$ cat src/rtl/axis_fork_ctrl_pkg.sv
`default_nettype none
// ----------------------------------------------------------------------------
// axis_fork_ctrl_pkg : state encoding and header field positions
// Rev 1.0
// ----------------------------------------------------------------------------
package axis_fork_ctrl_pkg;

  typedef enum logic [1:0] {
    ST_IDLE = 2'd0,
    ST_CFG  = 2'd1,
    ST_PASS = 2'd2,
    ST_DROP = 2'd3
  } state_e;

  localparam int HDR_MASK_LSB = 0;

  // The mode bit sits directly above the destination mask.
  function automatic int hdr_mode_bit(input int m_count);
    return HDR_MASK_LSB + m_count;
  endfunction

endpackage
`default_nettype wire

$ cat src/rtl/axis_fork_ctrl_if.sv
`default_nettype none
// ----------------------------------------------------------------------------
// axis_fork_ctrl_if : AXI-Stream data/handshake bundle
// Rev 1.0
// ----------------------------------------------------------------------------
interface axis_fork_ctrl_if #(
  parameter int DATA_WIDTH = 64
);
  logic [DATA_WIDTH-1:0] tdata;
  logic                  tlast;
  logic                  tvalid;
  logic                  tready;

  modport master (output tdata, output tlast, output tvalid, input  tready);
  modport slave  (input  tdata, input  tlast, input  tvalid, output tready);
endinterface
`default_nettype wire

$ cat src/rtl/axis_fork_ctrl_hdr_decode.sv
`default_nettype none
// ----------------------------------------------------------------------------
// axis_fork_ctrl_hdr_decode : routing header -> effective mask, mode, empty flag
// Rev 1.0
// ----------------------------------------------------------------------------
module axis_fork_ctrl_hdr_decode
  import axis_fork_ctrl_pkg::*;
#(
  parameter int M_COUNT    = 4,
  parameter int DATA_WIDTH = 64
) (
  input  logic [DATA_WIDTH-1:0] hdr_i,
  input  logic [M_COUNT-1:0]    port_en_i,
  output logic [M_COUNT-1:0]    emask_o,
  output logic                  mode_o,
  output logic                  empty_o
);

  localparam int HDR_MODE_BIT = hdr_mode_bit(M_COUNT);

  assign emask_o = hdr_i[HDR_MASK_LSB +: M_COUNT] & port_en_i;
  assign mode_o  = hdr_i[HDR_MODE_BIT];
  assign empty_o = (emask_o == '0);

  // Header bits above the mode bit carry no meaning for routing.
  generate
    if (DATA_WIDTH > HDR_MODE_BIT + 1) begin : g_unused_hdr
      logic unused_hdr_bits;
      assign unused_hdr_bits = ^hdr_i[DATA_WIDTH-1:HDR_MODE_BIT+1];
    end
  endgenerate

endmodule
`default_nettype wire

$ cat src/rtl/axis_fork_ctrl.sv
`default_nettype none
// ----------------------------------------------------------------------------
// axis_fork_ctrl : consumes a routing header per frame and drives fork arbiter controls
// Rev 1.0
// ----------------------------------------------------------------------------
module axis_fork_ctrl
  import axis_fork_ctrl_pkg::*;
#(
  parameter int M_COUNT    = 4,
  parameter int DATA_WIDTH = 64,
  parameter int CNT_WIDTH  = 16
) (
  input  logic                 clk,
  input  logic                 rst_n,
  input  logic [M_COUNT-1:0]   cfg_port_en,
  axis_fork_ctrl_if.slave      s_axis,
  axis_fork_ctrl_if.master     m_axis,
  output logic [M_COUNT-1:0]   oen,
  output logic                 fork_enable,
  output logic [M_COUNT-1:0]   single_mask,
  output logic                 frame_done,
  output logic                 frame_drop,
  output logic [CNT_WIDTH-1:0] frame_cnt,
  output logic [CNT_WIDTH-1:0] drop_cnt
);

  state_e               state_q, state_d;
  logic [M_COUNT-1:0]   emask_q;
  logic                 mode_q;
  logic                 empty_q;
  logic [M_COUNT-1:0]   oen_q;
  logic                 fork_q;
  logic [M_COUNT-1:0]   single_q;
  logic                 done_q, drop_q;
  logic [CNT_WIDTH-1:0] fcnt_q, dcnt_q;

  logic [M_COUNT-1:0]   hdr_emask;
  logic                 hdr_mode, hdr_empty;
  logic                 s_ready, m_valid;
  logic                 done_set, drop_set, hdr_take;

  axis_fork_ctrl_hdr_decode #(
    .M_COUNT    (M_COUNT),
    .DATA_WIDTH (DATA_WIDTH)
  ) u_hdr_decode (
    .hdr_i     (s_axis.tdata),
    .port_en_i (cfg_port_en),
    .emask_o   (hdr_emask),
    .mode_o    (hdr_mode),
    .empty_o   (hdr_empty)
  );

  always_ff @(posedge clk or negedge rst_n) begin
    if (!rst_n) state_q <= ST_IDLE;
    else        state_q <= state_d;
  end

  always_comb begin
    state_d = state_q;
    unique case (state_q)
      ST_IDLE: if (hdr_take) state_d = ST_CFG;
      ST_CFG:  state_d = empty_q ? ST_DROP : ST_PASS;
      ST_PASS: if (done_set) state_d = ST_IDLE;
      ST_DROP: if (drop_set) state_d = ST_IDLE;
      default: state_d = ST_IDLE;
    endcase
  end

  // A header carrying tlast is a complete (empty) frame and is dropped in place.
  always_comb begin
    s_ready  = 1'b0;
    m_valid  = 1'b0;
    done_set = 1'b0;
    drop_set = 1'b0;
    hdr_take = 1'b0;
    unique case (state_q)
      ST_IDLE: begin
        s_ready  = 1'b1;
        hdr_take = s_axis.tvalid & ~s_axis.tlast;
        drop_set = s_axis.tvalid &  s_axis.tlast;
      end
      ST_CFG: ;
      ST_PASS: begin
        s_ready  = m_axis.tready;
        m_valid  = s_axis.tvalid;
        done_set = s_axis.tvalid & m_axis.tready & s_axis.tlast;
      end
      ST_DROP: begin
        s_ready  = 1'b1;
        drop_set = s_axis.tvalid & s_axis.tlast;
      end
      default: ;
    endcase
  end

  always_ff @(posedge clk or negedge rst_n) begin
    if (!rst_n) begin
      emask_q  <= '0;
      mode_q   <= 1'b0;
      empty_q  <= 1'b1;
      oen_q    <= '0;
      fork_q   <= 1'b0;
      single_q <= '0;
      done_q   <= 1'b0;
      drop_q   <= 1'b0;
      fcnt_q   <= '0;
      dcnt_q   <= '0;
    end else begin
      if (hdr_take) begin
        emask_q <= hdr_emask;
        mode_q  <= hdr_mode;
        empty_q <= hdr_empty;
      end
      // Arbiter controls only move in CFG, between frames.
      if (state_q == ST_CFG) begin
        oen_q    <= emask_q;
        fork_q   <= mode_q;
        single_q <= mode_q ? '0 : emask_q;
      end
      done_q <= done_set;
      drop_q <= drop_set;
      if (done_set) fcnt_q <= fcnt_q + 1'b1;
      if (drop_set && (dcnt_q != '1)) dcnt_q <= dcnt_q + 1'b1;
    end
  end

  assign s_axis.tready = s_ready;
  assign m_axis.tvalid = m_valid;
  assign m_axis.tdata  = s_axis.tdata;
  assign m_axis.tlast  = s_axis.tlast;

  assign oen         = oen_q;
  assign fork_enable = fork_q;
  assign single_mask = single_q;
  assign frame_done  = done_q;
  assign frame_drop  = drop_q;
  assign frame_cnt   = fcnt_q;
  assign drop_cnt    = dcnt_q;

endmodule
`default_nettype wire

$ cat src/flat_wrapper.sv
// flat-port wrapper written by rule: the top's interface ports become plain ports
module axis_fork_ctrl_flat import axis_fork_ctrl_pkg::*;
#(
  parameter int M_COUNT    = 4,
  parameter int DATA_WIDTH = 64,
  parameter int CNT_WIDTH  = 16
)
  (clk, rst_n, cfg_port_en, oen, fork_enable, single_mask, frame_done, frame_drop, frame_cnt, drop_cnt, s_axis_tdata, s_axis_tlast, s_axis_tvalid, s_axis_tready, m_axis_tdata, m_axis_tlast, m_axis_tvalid, m_axis_tready);
  axis_fork_ctrl_if #(.DATA_WIDTH(DATA_WIDTH)) s_axis_i ();
  axis_fork_ctrl_if #(.DATA_WIDTH(DATA_WIDTH)) m_axis_i ();
  input  logic clk;
  input  logic rst_n;
  input  logic [M_COUNT-1:0] cfg_port_en;
  output logic [M_COUNT-1:0] oen;
  output logic fork_enable;
  output logic [M_COUNT-1:0] single_mask;
  output logic frame_done;
  output logic frame_drop;
  output logic [CNT_WIDTH-1:0] frame_cnt;
  output logic [CNT_WIDTH-1:0] drop_cnt;
  input wire logic [$bits(s_axis_i.tdata)-1:0] s_axis_tdata;
  input wire logic [$bits(s_axis_i.tlast)-1:0] s_axis_tlast;
  input wire logic [$bits(s_axis_i.tvalid)-1:0] s_axis_tvalid;
  output wire logic [$bits(s_axis_i.tready)-1:0] s_axis_tready;
  output wire logic [$bits(m_axis_i.tdata)-1:0] m_axis_tdata;
  output wire logic [$bits(m_axis_i.tlast)-1:0] m_axis_tlast;
  output wire logic [$bits(m_axis_i.tvalid)-1:0] m_axis_tvalid;
  input wire logic [$bits(m_axis_i.tready)-1:0] m_axis_tready;
  assign s_axis_i.tdata = s_axis_tdata;
  assign s_axis_i.tlast = s_axis_tlast;
  assign s_axis_i.tvalid = s_axis_tvalid;
  assign s_axis_tready = s_axis_i.tready;
  assign m_axis_tdata = m_axis_i.tdata;
  assign m_axis_tlast = m_axis_i.tlast;
  assign m_axis_tvalid = m_axis_i.tvalid;
  assign m_axis_i.tready = m_axis_tready;
  axis_fork_ctrl #(.M_COUNT(M_COUNT), .DATA_WIDTH(DATA_WIDTH), .CNT_WIDTH(CNT_WIDTH)) u_core (.clk(clk), .rst_n(rst_n), .cfg_port_en(cfg_port_en), .s_axis(s_axis_i), .m_axis(m_axis_i), .oen(oen), .fork_enable(fork_enable), .single_mask(single_mask), .frame_done(frame_done), .frame_drop(frame_drop), .frame_cnt(frame_cnt), .drop_cnt(drop_cnt));
endmodule
$ cat config.mk
export PLATFORM = sky130hd
export DESIGN_NAME = axis_fork_ctrl_flat
export DESIGN_NICKNAME = d
export VERILOG_FILES = /design/src/rtl/axis_fork_ctrl_pkg.sv /design/src/rtl/axis_fork_ctrl_if.sv /design/src/rtl/axis_fork_ctrl_hdr_decode.sv /design/src/rtl/axis_fork_ctrl.sv /design/src/flat_wrapper.sv
export SDC_FILE = /design/constraint.sdc
export NUM_CORES = 1
export LEC_CHECK = 0
export BUFFER_PORTS_ARGS = -buffer_cell sky130_fd_sc_hd__buf_2
export CAP_MARGIN = 20
export CORE_ASPECT_RATIO = 1.1
export CORE_UTILIZATION = 35
export DETAILED_ROUTE_END_ITERATION = 8
export PLACE_DENSITY_LB_ADDON = 0.08
export SYNTH_ARGS = -nofsm -noshare
export SYNTH_HDL_FRONTEND = slang
export SYNTH_SLANG_ARGS = --single-unit
$ cat constraint.sdc
create_clock -name clk -period 1.8 [get_ports clk]
set_input_delay 0.09 -clock clk [delete_from_list [all_inputs] [get_ports clk]]
set_output_delay 0.09 -clock clk [all_outputs]
set_load 0.02 [all_outputs]
==> Word-level counts from Yosys, hierarchy flattened <==
Cells that the tools add are included.
{ "classes": {"addsub": 2, "eq_ne": 7, "n_mux": 11, "bitwise": 6, "n_reduce_logical": 5} }
{ "op_table": {"columns": ["op", "count"], "rows": [
  ["16-bit by 1-bit adder with 16-bit output, second input constant", 2],
  ["16-bit inequality test, second input constant", 1],
  ["2-bit case mux with 4 select lines", 1],
  ["2-bit 2-to-1 mux", 3],
  ["2-bit by 1-bit inequality test with 1-bit output, second input constant", 3],
  ["1-bit 2-to-1 mux", 5],
  ["1-bit AND", 4],
  ["4-bit AND", 1],
  ["2-bit equality test, second input constant", 2],
  ["4-bit zero test", 1],
  ["4-bit 2-to-1 mux", 1],
  ["3-bit AND reduction", 1],
  ["2-bit by 1-bit equality test with 1-bit output, second input constant", 1],
  ["2-bit zero test", 1],
  ["1-bit case mux with 2 select lines", 1],
  ["2-bit OR reduction", 1],
  ["1-bit logical AND", 1],
  ["1-bit inverter", 1]
]} }
{ "word_totals": {"ff_bits": 51, "in_bits": 73, "word_cells": 42} }

==> Depth between registers and ports, before layout <==
Gate-level depths: netlist of run 1.
{ "depth": {"word_depth": 5, "depth_mapped": 7, "mapped_depth_nobuf": 6} }

==> By module <==
From an unflattened synthesis of run 1, not the netlist that was laid out.
{ "unflattened": {"hier_cells": 274, "area_unflattened_um2": 2827.7} }
{ "by_module_without_submodules": {"columns": ["mod", "instances", "cells_per_inst", "area_per_inst_um2", "seq_area_each_um2"], "rows": [
  ["axis_fork_ctrl", 1, 268, 2768.9, 1277.5],
  ["axis_fork_ctrl_hdr_decode", 1, 6, 58.8, 0.0]
]} }

==> Least setup slack after synthesis of run 1 <==
Ideal clock, no wire load.
{ "synth_timing": {"kind": "reg2reg", "startpoint": "register u_core.dcnt_q[0], in the netlist u_core.drop_cnt[0]", "endpoint": "register u_core.dcnt_q[1], in the netlist u_core.drop_cnt[1]", "setup_ns": 0.125, "t_arrival_ns": 1.665, "t_required_ns": 1.675, "path_slack_ns": 0.010, "path_stages_with_launch": 6, "path_buffers": 0, "synth_period_minus_slack_ns": 1.790, "path_cell_list": "dfrtp_1 -> ha_1 -> nand3_2 -> nor4_4 -> nor2_2 -> mux2_4"} }
{ "synth_via": {"elab_chain_len": 2} }
{ "synth_lines": {"columns": ["element", "line", "rtl"], "rows": [
  ["start: declaration", "axis_fork_ctrl.sv:35", "logic [CNT_WIDTH-1:0] fcnt_q, dcnt_q;"],
  ["start signal: assignment", "axis_fork_ctrl.sv:123", "if (drop_set && (dcnt_q != '1)) dcnt_q <= dcnt_q + 1'b1;"],
  ["parallel branches: the longest is 2 deep, another holds 16-bit by 1-bit adder with 16-bit output", null, null]
]} }
Parallel ways; which one is timed is not known.
A chain may end at the register's enable or synchronous reset.

==> Final worst setup path of run 1 <==
{ "layout_timing": {"startpoint": "register u_core.state_q[0]", "endpoint": "register u_core.dcnt_q[15], in the netlist u_core.drop_cnt[15]"} }
{ "layout_via": {"elab_chain_len": 4} }
{ "layout_lines": {"columns": ["element", "line", "rtl"], "rows": [
  ["start: declaration", "axis_fork_ctrl.sv:27", "state_e state_q, state_d;"],
  ["start signal: assignment", "axis_fork_ctrl.sv:55", "else state_q <= state_d;"],
  ["2-bit equality test or 2-bit zero test (tied branches)", "axis_fork_ctrl.sv:76", "unique case (state_q)"],
  ["2-bit OR reduction (no source line) *", null, null],
  ["1-bit 2-to-1 mux *", null, null],
  ["1-bit logical AND *", "axis_fork_ctrl.sv:123", null]
]} }
Mark *: on every way between the ends. The rest lies on a longest branch, timed or not.

==> results of run 1 <==
-- metal layers --
metal | up-vias | GRT usage
met1 | 904 | 0.178
met4 | 0 | 0.0546
met3 | 12 | 0.0408
li1 | 904 | -
met2 | 70 | 0.210
met5 | - | 0
-- power by group through the flow --
stage               Sequential [uW]  Combinational [uW]  Clock [uW]
floorplan                      1910                 836           0
global placement               1660                1520           0
detailed placement             1670                1530           0
CTS                            1640                1540         827
global route                   1700                1740         872
finish                         1650                1590         793
-- sequential cells by signal, summed over array words and instances (netlist names), 2 cells and up --
name                count
u_core.emask_q          4
u_core.drop_cnt        16
u_core.state_q          2
u_core.oen              4
u_core.frame_cnt       16
u_core.single_mask      4
-- layout by cell type, fill, tap and decap left out, drive strengths merged, types with 2 or more instances in the layout --
master	instances
xnor2	15
nand4	7
buf	91
nor3	5
and4	2
clkbuf	7
nand3b	2
inv	10
xor2	13
nor4	6
a21oi	3
o21ai	11
mux2	8
nor2	6
and3	4
ha	7
nand3	11
o311ai	2
dfrtp	50
nand2	28
-- worst max-delay path, delay by kind of cell, from the launching register on --
kind | cells | cell delay (ns)
and+or+nand+nor | 3 | 0.51
adders and majority gates | 1 | 0.20
buffers and inverters | 2 | 0.24
DFF | 1 | 0.39
muxes | 1 | 0.31
-- metrics by stage --
step                std cells  total power [uW]  setup TNS (ns)  hold WS, ns
detailed placement        400              3190         -0.0838       0.0504
finish                    411              4030               0       0.0413
global route              411              4310          -0.362       0.0397
global placement          400              3180               0       0.0494
CTS                       409              4010               0       0.0381
floorplan                 271              2750               0       -0.206
-- kinds of logic (layout without fill, tap and decap cells) --
family,count (synthesis),count (layout)
buffers and inverters,78,110
XOR/XNOR,28,28
AND/OR/NAND/NOR,79,79
flip-flops,51,51
adder cells (fa/ha/maj),7,7
AO/OA/AOI/OAI,19,19
multiplexers,9,9
-- what timing repair did --
item / in CTS / in global routing
endpoints found under the setup margin: 4 / 21
pin swaps: 1 / 5
hold buffers: 1 / 0
resized for setup: 2 / 14
buffers inserted: 0 / 2
endpoints found under the hold margin: 15 / 0
-- final cells by class --
class                      count  share of cell area
clock buffer                   7              0.0237
clock inverter                 1             0.00934
multi-input combinational    142               0.345
tap                          108              0.0420
inverter                      10              0.0117
sequential                    51               0.397
timing repair buffer          92               0.171
-- final timing paths --
kind,slack [ns],to
worst max-delay path,0.04,u_core.drop_cnt[15]
worst min-delay path,0.04,u_core.mode_q
worst max register to register,0.04,u_core.drop_cnt[15]
worst min register to register,0.47,u_core.frame_cnt[15]
max in group asynchronous,0.96,u_core.empty_q
min in group asynchronous,0.24,u_core.oen[1]
==> flow_summary.ini, run 1 <==
[run_status]
outcome = complete, no violations

[synth]
syn-mean-instance-area_um2 = 10.5
yosysTopAreaCell = dfrtp_1
synthesis.yosys.warnings = 0
yosys.area_share.xor_xnor = 0.0863
asyncSetResetFlopFracSynth = 1.00
muxShareOfSynthArea = 0.0366
compound_cell_area_share_of_the_yosys_netlist = 0.0388
post_synth_inst_count = 271
syn-num-nets = 351
post_synth_main_area_contributors = dfrtp_1, buf_4, xnor2_1, xor2_1, nand2_1
synth_seq_cells = 51
synth_cell_type_count = 43
synth_top_family_by_area = buffers and inverters
synthMostInstantiatedCell = buf_4
synth-adder-area-share = 0.0308
synth_simple_gate_area_frac = 0.168
synth_flop_type = dfrtp_1
yosysTopAreaCellShare = 0.441
ys_seq_area_frac = 0.450
number_of_synthesized_flops_with_an_enable_pin = 0
synth.cells.most_frequent = buf_4, dfrtp_1, nand2_1
post_syn_area_um2 = 2840

[placed_design]
postPlaceCellArea_um2 = 3000
dpl_worst_slack_ns = -0.0381
buffer_ports.inserted = 64
place.gp.congestion = 0.737
hpwl_after_detailed_placement_um = 4110

[detailed_routing]
met3_length_um = 357
antenna_left = 0
aggregate_routed_wire_length_um = 5560
drtIter0Drc = 83
total_number_of_vias = 1890
detail_route.wl_per_cell_um = 13.5
post-route-drc-count = 0
drt-met1-wl_um = 2550
maxUsedRoutingLayer = met4
dr.pass1.iters = 4
drt-vias-per-instance = 4.60
dr_wl_met2_um = 2570

[power_and_ir_drop]
power.static_leakage_uw = 0.00169
power.net_switching_uw = 1480
pwr-share-seq = 0.408
power.switching_fraction = 0.367
comb_power_share = 0.395
max-vdd-ir-drop_mv = 0.836
power.clock.fraction = 0.197
power_density_cells_nw_per_um2 = 1250
internal_power_uw = 2550

[floorplan]
die_width_um = 87.9
initial_utilization = 0.361
count_of_standard_cell_rows = 34
floorplan.die_area_um2 = 8480
area_of_the_core_region_um2 = 7870
top_level_ports = 183
height_of_the_die_um = 96.5

[finish]
post_route_cells_drive_above_1_share = 0.416
postLayoutCellArea_um2 = 3210
ff_latch_area_um2 = 1280
postLayoutCoreUtil = 0.408
area_growth_syn_to_layout_pct = 13.2
nFillCells = 790
antenna_cells = 0
multi_input_logic_area_um2 = 1110
nets = 382

[setup_path]
launching_element_type_of_the_critical_path = flop
crit_path_class = reg -> reg
reg2reg_from = u_core.state_q[0]
worstRegToRegCells = 7
worstSetupStartpoint = u_core.state_q[0]
worst-endpoint-required_ns = 1.99
crit_path_cell_trace = inv_2, ha_4, nand3b_1, nor3_2, buf_4, nand3_2, mux2_4
cpPeakStageDelay_ns = 0.39
cp_slowest_cell = dfrtp_1
worst-endpoint-arrival_ns = 1.95
cp-end-kind = flop
crit_path_max_fanout = 4

[timing]
fmax_mhz = 568
finalClockSkew_ns = 0.00504
final_max_slew_viol_count = 0
finalWorstSetupSlack_ns = 0.0396
hold_viol_final = 0
report.final.setup_viol = 0
rsz0062_at_grt = true
max_slew_margin = 0.724
period_utilisation_layout = 0.978
final.min_clock_period_ns = 1.76
worst-slew-pin-transition_ns = 0.414

[global_routing]
grt_pass1_vias = 1855
total_routing_resource_utilization_after_global_routing = 0.136
grt_pass1_wl_um = 8910
grt_max_degree = 24
grt_antenna_before_repair = 0
overflow = 0

[clock_tree]
clkLatencyLatePin_ns = 0.30
cts_buffer_depth = 2
tritoncts.num_buffers = 5
h-tree-depth = 2
path_clk_slew_ns = 0.09
tritoncts_clock_tree = done
numClockSinks = 51
clk_root_buffer_cell = clkbuf_8

[run]
drv_cap = 0

[worst_hold_path]
worstHoldPathType = in -> reg
hp-start = s_axis_tdata[4]
whs_path_depth = 2
No activity file was read; power rests on OpenSTA's default activity.
==> run 2, diff against run 1 <==
CELL_PAD_IN_SITES_DETAIL_PLACEMENT = 1   (was unset)
CELL_PAD_IN_SITES_GLOBAL_PLACEMENT = 1   (was unset)
CORE_UTILIZATION = 27   (was 35)
GPL_ROUTABILITY_DRIVEN = 0   (was unset)
==> run 2 against run 1 <==
  * Sequential share of layout area is 1.0 points lower
  * Largest power group is now combinational cells
  * Critical path depth did not move
  * Largest cell class unchanged
  * The flow now finishes with violations (negative setup slack)
  * Worst setup slack got worse by 0.045 ns
  * Count of clock-buffer cells in the layout shrank 2
==> flow_summary.ini, run 2 (synthesis gave the netlist of run 1 again) <==
[run_status]
outcome = finished with violations
violated_checks = negative setup slack

[detailed_routing]
detail_route.wl_per_cell_um = 14.4
post-route-drc-count = 0
drt-vias-per-instance = 4.32
drtIter0Drc = 42
dr.pass1.iters = 4
antenna_left = 0
total_number_of_vias = 1916
aggregate_routed_wire_length_um = 6410

[floorplan]
die_width_um = 99.8
top_level_ports = 183
count_of_standard_cell_rows = 38
area_of_the_core_region_um2 = 10000
floorplan.die_area_um2 = 10900
initial_utilization = 0.283
height_of_the_die_um = 110

[clock_tree]
tritoncts_clock_tree = done
path_clk_slew_ns = 0.10
numClockSinks = 51
h-tree-depth = 2
cts_buffer_depth = 2
clkLatencyLatePin_ns = 0.31
clk_root_buffer_cell = clkbuf_8
tritoncts.num_buffers = 5

[setup_path]
crit_path_max_fanout = 4
launching_element_type_of_the_critical_path = flop
crit_path_cell_trace = inv_2, ha_4, nand3b_1, nor3_2, buf_4, nand3_2, mux2_4
cp-end-kind = flop
worst-endpoint-required_ns = 2.00
worst-endpoint-arrival_ns = 2.00
cpPeakStageDelay_ns = 0.41
crit_path_class = reg -> reg
cp_slowest_cell = dfrtp_1

[timing]
report.final.setup_viol = 1
worst-slew-pin-transition_ns = 0.515
fmax_mhz = 554
final.min_clock_period_ns = 1.81
setup_tns_final_ns = -0.00511
period_utilisation_layout = 1.00
final_max_slew_viol_count = 0
hold_viol_final = 0
rsz0062_at_grt = true
finalClockSkew_ns = 0.00945
finalWorstSetupSlack_ns = -0.00511
hold_slack_ns = 0.0247
max_slew_margin = 0.657

[finish]
most_common_cell_after_layout_fill_and_taps_aside = buf_2
area_growth_syn_to_layout_pct = 16.2
post_route_cells_drive_above_1_share = 0.441
nets = 383
antenna_cells = 0
nFillCells = 1142
final_cell_mix = buf_2, dfrtp_1, nand2_1, buf_4, xnor2_1

[power_and_ir_drop]
power_density_cells_nw_per_um2 = 1230
finalPower_uw = 4060
power.static_leakage_uw = 0.00168
max-vdd-ir-drop_mv = 0.409

[global_routing]
total_routing_resource_utilization_after_global_routing = 0.120
grt_max_degree = 32
grt_antenna_before_repair = 0
overflow = 0
grt_pass1_wl_um = 10200
grt_pass1_vias = 1969

[placed_design]
hpwl_after_detailed_placement_um = 4820
buffer_ports.inserted = 64

[run]
drv_cap = 0

[worst_hold_path]
worstHoldPathType = in -> reg
## run 2: path summary, 6_finish.rpt
| path | start | endpoint | slack, ns | depth (start not counted) |
|---|---|---|---|---|
| min in group asynchronous | rst_n | u_core.frame_cnt[6] | 0.28 | 2 |
| max | u_core.state_q[1] | u_core.drop_cnt[15] | -0.005 | 7 |
| min | s_axis_tdata[4] | u_core.mode_q | 0.02 | 2 |
| min reg2reg | u_core.frame_cnt[15] | u_core.frame_cnt[15] | 0.47 | 1 |
| max in group asynchronous | rst_n | u_core.empty_q | 0.91 | 3 |
| max reg2reg | u_core.state_q[1] | u_core.drop_cnt[15] | -0.005 | 7 |
## run 2: worst max-delay path: cells and delay by family, from the launching register on
family	cells	cell delay, ns
AND/OR/NAND/NOR	3	0.53
flip-flops	1	0.41
multiplexers	1	0.30
buffers and inverters	2	0.24
adder cells (fa/ha/maj)	1	0.20
## run 2: per-stage QoR
stage / cell area [um2] / instances / utilization / setup slack, ns
detailed placement: 3020 / 430 / 0.301 / -0.0806
global placement: 3020 / 430 / 0.301 / 0.0101
CTS: 3160 / 440 / 0.315 / -0.0312
global route: 3300 / 444 / 0.329 / -0.112
finish: 3300 / 444 / 0.329 / -0.00511
floorplan: 2840 / 271 / - / 0.0101
## run 2: per-layer routing
| metal | part of all wire | vias up | wire length [um] | GRT usage |
|---|---|---|---|---|
| met3 | 0.052 | 19 | 336 | 0.0210 |
| met2 | 0.47 | 62 | 2990 | 0.188 |
| met4 | 0.028 | 0 | 178 | 0.0683 |
| met1 | 0.45 | 929 | 2900 | 0.156 |
| met5 | 0 | - | 0 | 0 |
| li1 | - | 906 | - | - |
## run 2: report_power, final
group          internal (uW)  switching (uW)
Clock                    272             421
Combinational            770             948
Sequential              1430             219
## run 2: cell type report
| type | count | area (um2) | area share |
|---|---|---|---|
| Sequential cell | 51 | 1280 | 0.387 |
| Multi-Input combinational cell | 142 | 1160 | 0.351 |
| Timing Repair Buffer | 93 | 563 | 0.171 |
| Tap cell | 140 | 175 | 0.0531 |
| Clock buffer | 5 | 68.8 | 0.0208 |
| Inverter | 10 | 37.5 | 0.0114 |
| Clock inverter | 3 | 20.0 | 0.00607 |
## run 2: what timing repair did
| action | in CTS | in global routing |
|---|---|---|
| gates resized for setup | 6 | 23 |
| hold buffers | 1 | 0 |
| endpoints found under the hold margin | 20 | 0 |
| buffers inserted | 1 | 4 |
| pin swaps | 3 | 12 |
| endpoints found under the setup margin | 10 | 25 |
